File: config.mk
export PLATFORM = sky130hd
export DESIGN_NAME = apb_uart_rx_poller
export DESIGN_NICKNAME = d
export VERILOG_FILES = /design/src/rtl/apb_uart_rx_poller.sv
export SDC_FILE = /design/constraint.sdc
export NUM_CORES = 1
export LEC_CHECK = 0
export BUFFER_PORTS_ARGS = -buffer_cell sky130_fd_sc_hd__buf_2
export CORE_ASPECT_RATIO = 1.2
export CORE_MARGIN = 2
export CORE_UTILIZATION = 54
export DETAILED_ROUTE_END_ITERATION = 12
export PLACE_DENSITY = 0.79
export SLEW_MARGIN = 40
export SYNTH_ARGS = -nofsm -noshare
export SYNTH_HDL_FRONTEND = slang
export SYNTH_SLANG_ARGS = --single-unit
File: constraint.sdc
create_clock -name clk -period 2.1 [get_ports clk]
set_input_delay 0.105 -clock clk [delete_from_list [all_inputs] [get_ports clk]]
set_output_delay 0.105 -clock clk [all_outputs]
set_load 0.02 [all_outputs]
File: src/rtl/apb_uart_rx_poller.sv
// apb_uart_rx_poller: APB master that configures the UART receiver, then polls it and drains bytes/errors.
module apb_uart_rx_poller #(
  parameter int POLL_GAP   = 4,
  parameter int ADDR_WIDTH = 3,
  parameter int DATA_WIDTH = 8
) (
  input  logic                  clk,
  input  logic                  rst,
  input  logic                  cfg_start,
  input  logic                  cfg_stop,
  input  logic [13:0]           cfg_bit_period,
  input  logic [3:0]            cfg_data_size,
  output logic                  busy,
  output logic                  cfg_done,
  output logic                  psel,
  output logic [ADDR_WIDTH-1:0] paddr,
  output logic                  penable,
  output logic                  pwrite,
  output logic [DATA_WIDTH-1:0] pwdata,
  input  logic [DATA_WIDTH-1:0] prdata,
  input  logic                  pslverr,
  output logic                  byte_valid,
  output logic [7:0]            byte_data,
  input  logic                  byte_ready,
  output logic                  err_valid,
  output logic [1:0]            err_code,
  output logic                  bus_error
);
  typedef enum logic [3:0] {IDLE, CFG0, CFG1, CFG2, POLL, ERRRD, DATARD, DELIVER, GAP} state_t;
  state_t state, nxt, nat, gap_st;
  logic ph, bnd, apb, acc, is_cfg, st, sp, err_ev;
  logic pend_start, pend_stop;
  logic [13:0] bp, pend_bp;
  logic [3:0] ds, pend_ds;
  logic [7:0] cnt;
  assign apb = state inside {CFG0, CFG1, CFG2, POLL, ERRRD, DATARD};
  assign is_cfg = state inside {CFG0, CFG1, CFG2};
  assign acc = apb && ph;
  assign st = cfg_start || pend_start;
  assign sp = cfg_stop || pend_stop;
  assign gap_st = (POLL_GAP == 0) ? POLL : GAP;
  assign err_ev = acc && state == ERRRD && !pslverr && |prdata[1:0];
  // bnd marks cycles where a pending start/stop may redirect the FSM: end of ACCESS, accepted delivery, any GAP cycle
  always_comb begin
    nat = IDLE;
    bnd = 1'b1;
    case (state)
      CFG0:    begin bnd = ph; nat = pslverr ? IDLE : CFG1; end
      CFG1:    begin bnd = ph; nat = pslverr ? IDLE : CFG2; end
      CFG2:    begin bnd = ph; nat = pslverr ? IDLE : POLL; end
      POLL:    begin bnd = ph; nat = (pslverr || !prdata[0]) ? gap_st : ERRRD; end
      ERRRD:   begin bnd = ph; nat = pslverr ? gap_st : DATARD; end
      DATARD:  begin bnd = ph; nat = pslverr ? gap_st : DELIVER; end
      DELIVER: begin bnd = byte_ready; nat = gap_st; end
      GAP:     nat = (cnt == 8'(POLL_GAP - 1)) ? POLL : GAP;
      default: nat = IDLE;
    endcase
    nxt = !bnd ? state : (st ? CFG0 : (sp ? IDLE : nat));
  end
  always_ff @(posedge clk or posedge rst)
    if (rst) begin
      state <= IDLE;
      ph    <= 1'b0;
      cnt   <= '0;
    end else begin
      state <= nxt;
      ph    <= apb && !ph;
      cnt   <= (state == GAP && nxt == GAP) ? cnt + 8'd1 : '0;
    end
  always_ff @(posedge clk or posedge rst)
    if (rst) begin
      pend_start <= 1'b0;
      pend_stop  <= 1'b0;
      pend_bp    <= '0;
      pend_ds    <= '0;
      bp         <= '0;
      ds         <= '0;
      cfg_done   <= 1'b0;
      err_valid  <= 1'b0;
      err_code   <= '0;
      byte_data  <= '0;
      bus_error  <= 1'b0;
    end else begin
      pend_start <= !bnd && st;
      pend_stop  <= !bnd && sp;
      if (cfg_start) begin
        pend_bp <= cfg_bit_period;
        pend_ds <= cfg_data_size;
      end
      if (bnd && st) begin
        bp <= cfg_start ? cfg_bit_period : pend_bp;
        ds <= cfg_start ? cfg_data_size : pend_ds;
      end
      cfg_done  <= acc && state == CFG2 && !pslverr;
      err_valid <= err_ev;
      if (err_ev) err_code <= prdata[1:0];
      if (acc && state == DATARD && !pslverr) byte_data <= prdata[7:0];
      bus_error <= (acc && pslverr) || (bus_error && !cfg_start);
    end
  assign busy = state != IDLE;
  assign psel = apb;
  assign penable = acc;
  assign pwrite = is_cfg;
  assign byte_valid = state == DELIVER;
  assign paddr = state == CFG0   ? ADDR_WIDTH'(2) :
                 state == CFG1   ? ADDR_WIDTH'(3) :
                 state == CFG2   ? ADDR_WIDTH'(4) :
                 state == ERRRD  ? ADDR_WIDTH'(1) :
                 state == DATARD ? ADDR_WIDTH'(6) : ADDR_WIDTH'(0);
  assign pwdata = state == CFG0 ? DATA_WIDTH'(bp[7:0]) :
                  state == CFG1 ? DATA_WIDTH'({2'b00, bp[13:8]}) :
                  state == CFG2 ? DATA_WIDTH'({4'h0, ds}) : '0;
endmodule

==> flow_summary.json <==
{
  "min_delay_path_depth": 2,
  "critPathLaunch": "state[2]",
  "io_pins": 61,
  "outcome": "finished clean",
  "critPathLaunchType": "flop",
  "port_buffers": 60,
  "drive_above_1_share": 0.4236,
  "synth-edff-count": 0,
  "drt-total-wl_mm": 5.891,
  "power_frac_clock": 0.211,
  "synth_top_area_frac": 0.5472,
  "p_per_area_nw_per_um2": 1152,
  "rr_endpoint": "bp[7]",
  "nets": 344,
  "grt-ovfl-total": 0,
  "ctsHoldBuffers": 2,
  "synth_fp_nets": 270,
  "detail_route.wl_per_cell_um": 15.67,
  "fin_cells": 376,
  "numClockSinks": 64,
  "yosysSeqAreaShare": 0.5472,
  "design_area_um2": 3522,
  "ys_ff_latch": 64,
  "core_um2": 5261,
  "ff2ff_path_depth": 4,
  "async_reset_ff_frac": 1.000,
  "placed_area_um2": 3314,
  "fin_crit_ns": 1.984,
  "final_max_slew_viol_count": 0,
  "synth_area_leaders": "dfrtp_1 55%, mux2_2 13%, mux2_4 5.1%",
  "r2r_setup_slack_ns": 0.12,
  "switchingPower_uw": 1382,
  "antenna_found_initial": 0,
  "worstPathMaxFanout": 18,
  "grt_pass1_wl_mm": 9.597,
  "criticalPathCategory": "flop to flop",
  "syn_inst": 237,
  "finalHoldViolCount": 0,
  "r2r-start": "state[2]",
  "synth_flop_cell": "dfrtp_1",
  "endpoint_kind": "flop",
  "worstHoldPathType": "primary input to flop",
  "drtAntennaViolNets": 0,
  "grt_use_total": 0.2074,
  "place_hpwl_mm": 4.062,
  "worstSkewPairLatency_ns": 0.33,
  "grt_setup_unrepaired": "false",
  "ys_types": 46,
  "fin_util": 0.6694,
  "vias": 2079,
  "slew-limit-headroom": 0.5703,
  "sw_frac_of_total": 0.3406,
  "layout_worst_path_cycle_share": 0.9447,
  "max_freq_mhz": 504.1,
  "first_pass_iters": 4,
  "dr.first_iter.drc_count": 193,
  "maxCapViolCount": 0,
  "cts.repair.resized": 0,
  "initial_utilization": 0.5562,
  "fp.dieArea_um2": 6027,
  "comb_power_share": 0.382,
  "dp.cells": 357,
  "grt_pass1_vias": 2041,
  "cp.required_ns": 2.31,
  "grt_max_degree": 65,
  "critPathCapture": "bp[7]",
  "ir_worst_vdd_uv": 646.3,
  "die_w_um": 71.21,
  "die_height_um": 84.65,
  "layout_common_cells": "64 x dfrtp_1, 60 x buf_2, 34 x mux2_2, 30 x nor2_1",
  "syn_avg_cell_area_um2": 12.35,
  "pwr-share-seq": 0.406,
  "root_buffer": "clkbuf_8",
  "cts_made_buffers": 9,
  "drc_errors": 0,
  "leakage_uw": 0.001717,
  "p_int_uw": 2675,
  "setup_viol": 0,
  "syn-cell-area_um2": 2927,
  "synth_area_leader_cell": "dfrtp_1",
  "tightest_slew_ns": 0.6430,
  "layout_commonest_cell": "dfrtp_1",
  "cp_data_arrival_time_ns": 2.20,
  "path_clk_slew_ns": 0.06,
  "num_rows": 29,
  "ys_warn_count": 0,
  "vias_per_cell": 5.529,
  "htreeDepth": 3,
  "syn2layout_area_growth_pct": 20.35,
  "routabilityCongestion": 0.8527,
  "num_antenna_cells": 0,
  "finClkSkew_ns": 0.004460,
  "cts_tree": "done",
  "setup_tns_ns": 0,
  "cts_setup_buffers": 0,
  "clk_path_buf_depth": 2
}
==> sequential cells by signal (all words and copies together), names as in the netlist <==
name        flops
pend_start      1
state           4
ph              1
cnt             8
pend_bp        14
byte_data       8
ds              4
cfg_done        1
bus_error       1
pend_stop       1
err_valid       1
bp             14
err_code        2
pend_ds         4
==> cell usage after synthesis, types with 2 or more instances <==
cell type and count:
nor3_1 3, nor2_1 30, inv_1 6, mux2_4 10, or4_4 2, o31ai_1 2, o21ai_0 2, a22oi_1 2
clkbuf_1 2, mux2_2 34, a21oi_1 8, dfrtp_1 64, mux2i_1 5, and3_1 6, or2_2 2, nor4_1 4
nor2b_1 2, nand3_1 6, nand2_1 7, xor2_1 6, a22o_1 2, or3_1 2, buf_2 7
==> layout make-up <==
class	instances	area [um^2]
Multi-Input combinational cell	155	1241
Clock buffer	13	148.9
Timing Repair Buffer	74	421.7
Sequential cell	64	1602
Clock inverter	1	5.005
Inverter	7	26.28
Fill cell	403	1739
Tap cell	62	77.57
==> through the flow <==
step,hold WS [ns],power [uW],setup WS [ns]
2_1_floorplan,0.1766,2795,0.3403
3_3_place_gp,0.3404,3160,0.2055
3_5_place_dp,0.3409,3205,0.1475
4_1_cts,0.001987,4080,0.1342
5_1_grt,0.009139,4281,0.001791
6_report,0.01015,4057,0.1162
==> how the worst min path moves through the flow <==
| stage | start | to | slack [ns] |
|---|---|---|---|
| after global placement | prdata[6] | byte_data[6] | 0.34 |
| after floorplan | pslverr | cfg_done | 0.18 |
| final | prdata[2] | byte_data[2] | 0.01 |
| after CTS | prdata[7] | byte_data[7] | 0.002 |
| after global routing | prdata[4] | byte_data[4] | 0.009 |
| after detailed placement | prdata[5] | byte_data[5] | 0.34 |
==> per-layer routing <==
metal,up-vias,wire (um),GRT usage,part of all wire
met5,-,0,0,0
met4,0,81,0.08233,0.014
met3,8,229,0.05762,0.039
met2,51,2945,0.3207,0.50
met1,1030,2635,0.2772,0.45
li1,990,-,-,-
==> kinds of logic (layout without fill, tap and decap cells) <==
group	count (synthesis)	count (layout)	synth area share
compound gates	29	29	0.07996
simple gates	69	69	0.1197
flops	64	64	0.5472
fa+ha+maj	1	1	0.004275
mux	49	49	0.1992
buf+inv	18	95	0.02864
xor+xnor	7	7	0.02095
==> worst max-delay path, stage by stage (launching register included) <==
cell,delay (ns)
dfrtp_1,0.45
o21bai_1,0.30
a221oi_4,0.15
nor2_4,0.55
mux2_2,0.41
==> power groups by stage <==
stage / logic [uW] / registers [uW] / clock network, uW
global route: 1670 / 1680 / 926
detailed placement: 1540 / 1670 / 0
floorplan: 1140 / 1650 / 0
CTS: 1550 / 1650 / 875
finish: 1550 / 1650 / 858
global placement: 1510 / 1650 / 0
(Power assumes the default switching activity.)
